**src/rtl/palette_lut_if.sv**
```systemverilog
`default_nettype none
// ============================================================================
//  Module      : palette_lut_if
//  Description : Pixel stream and host-side palette control bundle for
//                palette_lut.
//                master = index generator / host side (drives *_in)
//                slave  = palette_lut (drives *_out)
//  Signals     : idx_in, valid_in, bright_in        pixel request
//                color_out, valid_out, transp_out   scaled pixel result
//                wr_en_in, wr_addr_in, wr_data_in   shadow bank write
//                swap_in, frame_start_in            bank swap control
//                swap_pending_out, active_bank_out,
//                busy_out                           swap status
//  Revision    : 1.0 - initial release
// ============================================================================
interface palette_lut_if #(
    parameter int IDX_W   = 4,
    parameter int COLOR_W = 24
);
    logic [IDX_W-1:0]   idx_in;
    logic               valid_in;
    logic [7:0]         bright_in;
    logic [COLOR_W-1:0] color_out;
    logic               valid_out;
    logic               transp_out;
    logic               wr_en_in;
    logic [IDX_W-1:0]   wr_addr_in;
    logic [COLOR_W-1:0] wr_data_in;
    logic               swap_in;
    logic               frame_start_in;
    logic               swap_pending_out;
    logic               active_bank_out;
    logic               busy_out;

    modport master (
        output idx_in, valid_in, bright_in,
        output wr_en_in, wr_addr_in, wr_data_in,
        output swap_in, frame_start_in,
        input  color_out, valid_out, transp_out,
        input  swap_pending_out, active_bank_out, busy_out
    );

    modport slave (
        input  idx_in, valid_in, bright_in,
        input  wr_en_in, wr_addr_in, wr_data_in,
        input  swap_in, frame_start_in,
        output color_out, valid_out, transp_out,
        output swap_pending_out, active_bank_out, busy_out
    );
endinterface
`default_nettype wire

```
**src/rtl/palette_lut.sv**
```systemverilog
`default_nettype none
// ============================================================================
//  Module      : palette_lut
//  Description : Double-buffered programmable colour palette. Pixel indices
//                are looked up in the active bank and scaled by a per-pixel
//                brightness over a two-stage pipeline. Host writes go to the
//                shadow bank; a requested swap happens at the next frame
//                start and is followed by a copy-back of the new active bank
//                into the shadow so both stay coherent.
//  Ports       : clk_in  - system clock
//                rst_in  - synchronous active-high reset
//                bus     - palette_lut_if.slave (pixel, write, swap signals)
//  Revision    : 1.0 - initial release
// ============================================================================
module palette_lut #(
    parameter int IDX_W      = 4,
    parameter int COLOR_W    = 24,
    parameter int TRANSP_IDX = 0
) (
    input  wire logic         clk_in,
    input  wire logic         rst_in,
    palette_lut_if.slave      bus
);
    localparam int c_DEPTH = 2 ** IDX_W;
    localparam int c_CW    = COLOR_W / 3;
    localparam int c_PW    = c_CW + 9;

    typedef enum logic [0:0] {
        S_IDLE = 1'b0,
        S_COPY = 1'b1
    } state_t;

    // ------------------------------------------------------------------
    // Default palette, channels rescaled to c_CW bits. Placing the 8-bit
    // channel above c_CW zeros and taking the top c_CW bits truncates
    // when c_CW < 8 and zero-extends on the LSB side when c_CW > 8.
    // ------------------------------------------------------------------
    function automatic logic [COLOR_W-1:0] f_default(input int idx);
        logic [23:0]        rgb;
        logic [c_CW+7:0]    wide;
        logic [COLOR_W-1:0] res;
        res = '0;
        case (idx)
            0:       rgb = 24'h000000;
            1:       rgb = 24'h9d9d9d;
            2:       rgb = 24'hffffff;
            3:       rgb = 24'hbe2633;
            4:       rgb = 24'he06f8b;
            5:       rgb = 24'h493c2b;
            6:       rgb = 24'ha46422;
            7:       rgb = 24'heb8931;
            8:       rgb = 24'hf7e26b;
            9:       rgb = 24'h2f484e;
            10:      rgb = 24'h44891a;
            11:      rgb = 24'ha3ce27;
            12:      rgb = 24'h1b2632;
            13:      rgb = 24'h005784;
            14:      rgb = 24'h31a2f2;
            15:      rgb = 24'hb2dcef;
            default: rgb = 24'h000000;
        endcase
        for (int c = 0; c < 3; c++) begin
            wide = {rgb[23-8*c -: 8], {c_CW{1'b0}}};
            res[COLOR_W-1-c_CW*c -: c_CW] = wide[c_CW+7 -: c_CW];
        end
        return res;
    endfunction

    // ch * (bright + 1) >> 8 per channel; bright = 255 is identity.
    function automatic logic [COLOR_W-1:0] f_scale(input logic [COLOR_W-1:0] col,
                                                   input logic [7:0]         bright);
        logic [c_PW-1:0]    w_ch;
        logic [c_PW-1:0]    w_k;
        logic [c_PW-1:0]    w_prod;
        logic [COLOR_W-1:0] res;
        res = '0;
        w_k = c_PW'({1'b0, bright} + 9'd1);
        for (int c = 0; c < 3; c++) begin
            w_ch   = c_PW'(col[COLOR_W-1-c_CW*c -: c_CW]);
            w_prod = w_ch * w_k;
            res[COLOR_W-1-c_CW*c -: c_CW] = w_prod[c_CW+7:8];
        end
        return res;
    endfunction

    // ------------------------------------------------------------------
    // Storage
    // ------------------------------------------------------------------
    logic [COLOR_W-1:0] r_bank0 [0:c_DEPTH-1];
    logic [COLOR_W-1:0] r_bank1 [0:c_DEPTH-1];

    // ------------------------------------------------------------------
    // Swap FSM registers and next-state signals
    // ------------------------------------------------------------------
    state_t             r_state;
    state_t             w_state_nx;
    logic [IDX_W-1:0]   r_cnt;
    logic [IDX_W-1:0]   w_cnt_nx;
    logic               r_active;
    logic               w_active_nx;
    logic               r_pending;
    logic               w_pending_nx;

    always_ff @(posedge clk_in) begin
        if (rst_in) begin
            r_state   <= S_IDLE;
            r_cnt     <= '0;
            r_active  <= 1'b0;
            r_pending <= 1'b0;
        end else begin
            r_state   <= w_state_nx;
            r_cnt     <= w_cnt_nx;
            r_active  <= w_active_nx;
            r_pending <= w_pending_nx;
        end
    end

    always_comb begin
        w_state_nx   = r_state;
        w_cnt_nx     = r_cnt;
        w_active_nx  = r_active;
        w_pending_nx = r_pending;
        case (r_state)
            S_IDLE: begin
                // Uses the registered pending flag, so a swap_in arriving
                // together with frame_start only arms the next frame.
                if (bus.frame_start_in && r_pending) begin
                    w_active_nx  = ~r_active;
                    w_pending_nx = 1'b0;
                    w_cnt_nx     = '0;
                    w_state_nx   = S_COPY;
                end
            end
            S_COPY: begin
                w_cnt_nx = r_cnt + IDX_W'(1);
                if (r_cnt == IDX_W'(c_DEPTH - 1)) begin
                    w_state_nx = S_IDLE;
                end
            end
            default: w_state_nx = S_IDLE;
        endcase
        if (bus.swap_in) begin
            w_pending_nx = 1'b1;
        end
    end

    // ------------------------------------------------------------------
    // Bank update: host writes into the shadow while idle, copy-back of
    // active into shadow while copying. The shadow is chosen from the
    // current (pre-swap) r_active, so a write on the swap edge lands in
    // the bank that becomes active.
    // ------------------------------------------------------------------
    always_ff @(posedge clk_in) begin
        if (rst_in) begin
            for (int i = 0; i < c_DEPTH; i++) begin
                r_bank0[i] <= f_default(i);
                r_bank1[i] <= f_default(i);
            end
        end else if (r_state == S_COPY) begin
            if (r_active) begin
                r_bank0[r_cnt] <= r_bank1[r_cnt];
            end else begin
                r_bank1[r_cnt] <= r_bank0[r_cnt];
            end
        end else if (bus.wr_en_in) begin
            if (r_active) begin
                r_bank0[bus.wr_addr_in] <= bus.wr_data_in;
            end else begin
                r_bank1[bus.wr_addr_in] <= bus.wr_data_in;
            end
        end
    end

    // ------------------------------------------------------------------
    // Pixel pipeline
    // ------------------------------------------------------------------
    logic [COLOR_W-1:0] w_rd_color;
    logic [COLOR_W-1:0] r_s1_color;
    logic [7:0]         r_s1_bright;
    logic               r_s1_valid;
    logic               r_s1_transp;
    logic [COLOR_W-1:0] r_s2_color;
    logic               r_s2_valid;
    logic               r_s2_transp;

    assign w_rd_color = r_active ? r_bank1[bus.idx_in] : r_bank0[bus.idx_in];

    always_ff @(posedge clk_in) begin
        if (rst_in) begin
            r_s1_color  <= '0;
            r_s1_bright <= '0;
            r_s1_valid  <= 1'b0;
            r_s1_transp <= 1'b0;
            r_s2_color  <= '0;
            r_s2_valid  <= 1'b0;
            r_s2_transp <= 1'b0;
        end else begin
            r_s1_color  <= w_rd_color;
            r_s1_bright <= bus.bright_in;
            r_s1_valid  <= bus.valid_in;
            r_s1_transp <= (bus.idx_in == IDX_W'(TRANSP_IDX));
            r_s2_color  <= f_scale(r_s1_color, r_s1_bright);
            r_s2_valid  <= r_s1_valid;
            r_s2_transp <= r_s1_transp;
        end
    end

    assign bus.color_out        = r_s2_color;
    assign bus.valid_out        = r_s2_valid;
    assign bus.transp_out       = r_s2_transp;
    assign bus.swap_pending_out = r_pending;
    assign bus.active_bank_out  = r_active;
    assign bus.busy_out         = (r_state == S_COPY);

endmodule
`default_nettype wire

```
**src/flat_wrapper.sv**
```systemverilog
// flat-port wrapper written by rule: the top's interface ports become plain ports
module palette_lut_flat 
#(
    parameter int IDX_W      = 4,
    parameter int COLOR_W    = 24,
    parameter int TRANSP_IDX = 0
)
  (clk_in, rst_in, bus_idx_in, bus_valid_in, bus_bright_in, bus_wr_en_in, bus_wr_addr_in, bus_wr_data_in, bus_swap_in, bus_frame_start_in, bus_color_out, bus_valid_out, bus_transp_out, bus_swap_pending_out, bus_active_bank_out, bus_busy_out);
  palette_lut_if #(.IDX_W(IDX_W), .COLOR_W(COLOR_W)) bus_i ();
  input  wire logic clk_in;
  input  wire logic rst_in;
  input wire logic [$bits(bus_i.idx_in)-1:0] bus_idx_in;
  input wire logic [$bits(bus_i.valid_in)-1:0] bus_valid_in;
  input wire logic [$bits(bus_i.bright_in)-1:0] bus_bright_in;
  input wire logic [$bits(bus_i.wr_en_in)-1:0] bus_wr_en_in;
  input wire logic [$bits(bus_i.wr_addr_in)-1:0] bus_wr_addr_in;
  input wire logic [$bits(bus_i.wr_data_in)-1:0] bus_wr_data_in;
  input wire logic [$bits(bus_i.swap_in)-1:0] bus_swap_in;
  input wire logic [$bits(bus_i.frame_start_in)-1:0] bus_frame_start_in;
  output wire logic [$bits(bus_i.color_out)-1:0] bus_color_out;
  output wire logic [$bits(bus_i.valid_out)-1:0] bus_valid_out;
  output wire logic [$bits(bus_i.transp_out)-1:0] bus_transp_out;
  output wire logic [$bits(bus_i.swap_pending_out)-1:0] bus_swap_pending_out;
  output wire logic [$bits(bus_i.active_bank_out)-1:0] bus_active_bank_out;
  output wire logic [$bits(bus_i.busy_out)-1:0] bus_busy_out;
  assign bus_i.idx_in = bus_idx_in;
  assign bus_i.valid_in = bus_valid_in;
  assign bus_i.bright_in = bus_bright_in;
  assign bus_i.wr_en_in = bus_wr_en_in;
  assign bus_i.wr_addr_in = bus_wr_addr_in;
  assign bus_i.wr_data_in = bus_wr_data_in;
  assign bus_i.swap_in = bus_swap_in;
  assign bus_i.frame_start_in = bus_frame_start_in;
  assign bus_color_out = bus_i.color_out;
  assign bus_valid_out = bus_i.valid_out;
  assign bus_transp_out = bus_i.transp_out;
  assign bus_swap_pending_out = bus_i.swap_pending_out;
  assign bus_active_bank_out = bus_i.active_bank_out;
  assign bus_busy_out = bus_i.busy_out;
  palette_lut #(.IDX_W(IDX_W), .COLOR_W(COLOR_W), .TRANSP_IDX(TRANSP_IDX)) u_core (.clk_in(clk_in), .rst_in(rst_in), .bus(bus_i));
endmodule
```
**config.mk**
```make
export PLATFORM = sky130hd
export DESIGN_NAME = palette_lut_flat
export DESIGN_NICKNAME = d
export VERILOG_FILES = /design/src/rtl/palette_lut_if.sv /design/src/rtl/palette_lut.sv /design/src/flat_wrapper.sv
export SDC_FILE = /design/constraint.sdc
export NUM_CORES = 2
export LEC_CHECK = 0
export CORE_AREA = 5 5 319 321
export CTS_BUF_LIST = sky130_fd_sc_hd__clkbuf_8
export DETAILED_ROUTE_END_ITERATION = 10
export DIE_AREA = 0 0 324 326
export PLACE_DENSITY = 0.66
export SLEW_MARGIN = 30
export SYNTH_ARGS = -nofsm -noshare
export SYNTH_HDL_FRONTEND = slang
export SYNTH_SLANG_ARGS = --single-unit
```
**constraint.sdc**
```tcl
create_clock -name clk_in -period 6.15 [get_ports clk_in]
set_clock_uncertainty 0.05 [all_clocks]
set_input_delay 1.23 -clock clk_in [delete_from_list [all_inputs] [get_ports clk_in]]
set_output_delay 1.23 -clock clk_in [all_outputs]
set_load 0.02 [all_outputs]
```
==> flow_summary.toml <==
[worst_setup_path]
cp.required_ns = 6.78
startpoint_type = "register"
crit_start = "u_core.r_s1_bright[0]$_SDFF_PP0_"
crit_top_cell = "fa_1"
critical_path.cell_chain = "buf_4 -> and3_1 -> nand3_1 -> nor2_1 -> xor2_1 -> buf_4 -> nand2_1 -> fa_1 -> inv_1 -> fa_1 -> fa_1 -> inv_1 -> fa_1 -> inv_1 -> ha_1 -> and4_1 -> a211o_1 -> a21o_1 -> a31o_2 -> xnor2_1 -> nor2_1"
endpoint_kind = "register"
crit_type = "reg -> reg"
critPathSlowestCell = "fa_1"
r2r_start = "u_core.r_s1_bright[0]$_SDFF_PP0_"
cp_max_fo = 24
slowest_delay_ns = 0.55
arrival_ns = 6.07

[routing]
drtAntennaViolNets = 0
via_per_inst = 6.47
wl_per_cell_um = 30.7
drt_iter0_markers = 4702
dr.pass1.iters = 8
wirelength_um = 156000
vias = 32800
drc = 0

[die]
core_area_mm2 = 0.0990
die_area_mm2 = 0.106
die_w_um = 324
die_h_um = 326
pin_count = 75
start_util = 0.492
fp-row-count = 116

[final_layout]
multiInputGateArea_mm2 = 0.0223
register_area_mm2 = 0.0245
fin_nets = 3925
num-fill-cells = 8211
area_growth_syn_to_layout_pct = 10.5
drive_above_1_share = 0.228

[synthesis]
synth_warnings = 0
synth_edf_count = 768
ys_seq_area_frac = 0.503
synth_area_leaders = "edfxtp_1, mux4_2, fa_1, nand2_1, nor2_1"
async_reset_ff_frac = 0
syn_inst = 3550
yosysTopAreaCellShare = 0.473
syn-num-nets = 3814
ys_ff_latch = 839
ys.flop_type = "edfxtp_1"
syn_area_per_cell_um2 = 13.7
synth_top_area_cell = "edfxtp_1"
synthDistinctLibCells = 56
syn_area_mm2 = 0.0487

[timing]
period_needed_ns = 5.44
slew-limit-headroom = 0.200
rsz0062_at_grt = "false"
fmax_mhz = 184
setup_ws_ns = 0.710
setup_viol = 0
tns_ns = 0
fin_crit_sh = 0.885
worstMarginPinSlew_ns = 1.17
finalMaxSlewViolations = 0
finalHoldViolCount = 0

[status]
status = "completed"

[grt]
grt_pass1_wl_um = 224000
grt_pass1_vias = 32800
gr-total-overflow = 0
grt_antenna_before_repair = 6
grt.total_usage = 0.296
grt_max_degree = 81

[clock_tree]
postCtsSetupBuffers = 0
cts_resized = 0
cts_tree = "built"
root_buffer = "clkbuf_8"
htree_levels = 4
numCtsBuffers = 144
clkTransAtPathRegs_ns = 0.06
clk_latency_ns = 0.85
clock_path_buffers = 3
clock_sinks = 839
postCtsHoldBufs = 0

[power_and_ir_drop]
cell_internal_pwr_uw = 9670
powerDensity_mw_per_mm2 = 250
switching_share = 0.282
p_leak_uw = 0.0177
seq_power_share = 0.483
power.switching_uw = 3810
ir_drop_v = 0.000222
combinationalPowerShare = 0.154
power.share.clock = 0.362

[min_path]
hold_path_startpoint = "u_core.r_s1_valid$_SDFF_PP0_"
hp-class = "reg -> reg"

[placed_design]
io_buffers = 74
gp_congestion = 0.909
hpwl_um = 101000
dp_slack_ns = 0.709

[run]
maxCapViolations = 0
## final cells by class
| cell class | count | share of cell area |
|---|---|---|
| multi-input cells | 2274 | 0.414 |
| flip-flops and latches | 839 | 0.455 |
| diodes | 6 | 0.000279 |
| clock inverters | 104 | 0.0117 |
| inverters | 172 | 0.0120 |
| repair buffers | 230 | 0.0386 |
| clock buffers | 150 | 0.0384 |
| well taps | 1298 | 0.0302 |
## worst max-delay path: cells and delay by family, from the launching register on
kind | cells | cell delay, ns
fa+ha+maj | 5 | 2.32
buf+inv | 5 | 0.69
simple gates | 6 | 0.85
xor+xnor | 2 | 0.31
compound gates | 3 | 0.75
flops | 1 | 0.33
## power by group through the flow
stage / Sequential, uW / Clock (uW) / Combinational, uW
6_report: 6520 / 4890 / 2080
5_1_grt: 6530 / 5190 / 2240
4_1_cts: 6520 / 4920 / 2070
3_5_place_dp: 6630 / 0 / 2060
3_3_place_gp: 6640 / 0 / 2030
2_1_floorplan: 6610 / 0 / 1360
## cells in the mapped netlist, drive strengths merged, types with 3 or more instances
master   count
a211o       14
o21a         8
mux2i      126
a21oi       35
mux4       405
nand2      478
dfxtp       71
a2111oi      7
buf        127
o22ai       25
nor3        25
inv        172
and3        10
clkbuf     138
ha          98
nand2b      45
a221oi      14
edfxtp     768
and2       146
xor2        12
a31oi        4
fa         120
a21o        12
xnor2       20
nor2       464
a211oi      13
o221ai      15
nor4        10
nor2b       45
o21ai       34
mux2        38
nand3       18
or3          4
or2          4
and4         4
nand4b       3
## routing by layer
layer / up-vias / global-route usage / share of wire
met4: 2 / 0.134 / 0.052
met5: - / 0 / 0.000090
met3: 411 / 0.0804 / 0.13
met2: 2424 / 0.448 / 0.45
met1: 16700 / 0.403 / 0.37
li1: 13300 / - / -
## sequential cells by signal (all words and copies together), names as in the netlist, 4 cells and up, named ones only
signal,count
u_core.r_bank1,384
u_core.bus.color_out,24
u_core.r_s1_bright,8
u_core.r_cnt,4
u_core.r_bank0,384
u_core.r_s1_color,24
## final timing paths
| kind | end | slack (ns) | cells past startpoint |
|---|---|---|---|
| setup reg to reg | u_core.bus.color_out[4]$_SDFF_PP0_ | 0.71 | 21 |
| hold / removal | u_core.bus.valid_out$_SDFF_PP0_ | 0.39 | 1 |
| setup / recovery | u_core.bus.color_out[4]$_SDFF_PP0_ | 0.71 | 21 |
| hold reg to reg | u_core.bus.valid_out$_SDFF_PP0_ | 0.39 | 1 |
## layout by cell type, fill, tap and decap left out, types with 15 or more instances in the layout
cell,count
edfxtp_1,768
nand2_1,477
nor2_1,452
mux4_2,405
inv_1,217
clkbuf_8,150
and2_1,146
buf_4,142
fa_1,120
ha_1,98
mux2i_1,78
clkdlybuf4s50_1,69
dfxtp_1,66
mux2i_4,48
nor2b_1,44
nand2b_1,44
mux2_2,38
a21oi_1,35
clkinv_1,33
o21ai_0,29
o22ai_1,25
nor3_1,23
nand3_1,18
xnor2_1,17
o221ai_1,15
## kinds of logic (layout without fill, tap and decap cells)
family	count (synthesis)	count (layout)	share of synthesized area
multiplexers	569	569	0.234
other	0	6	0
flip-flops	839	839	0.503
AO/OA/AOI/OAI	193	193	0.0269
adder cells (fa/ha/maj)	218	218	0.0745
buffers and inverters	437	656	0.0424
XOR/XNOR	32	32	0.00575
AND/OR/NAND/NOR	1262	1262	0.113
## stage by stage
stage	instances	cell area, um2	hold slack [ns]	utilization	power (uW)
finish	5073	53800	0.390	0.544	13500
global route	5069	53800	0.430	0.544	14000
CTS	5067	53800	0.396	0.543	13500
detailed placement	4813	51100	0.383	0.516	8690
global placement	4810	51000	0.369	0.515	8670
floorplan	3550	48700	0.364	-	7970
Note: power is estimated with default switching activity, not from simulation.
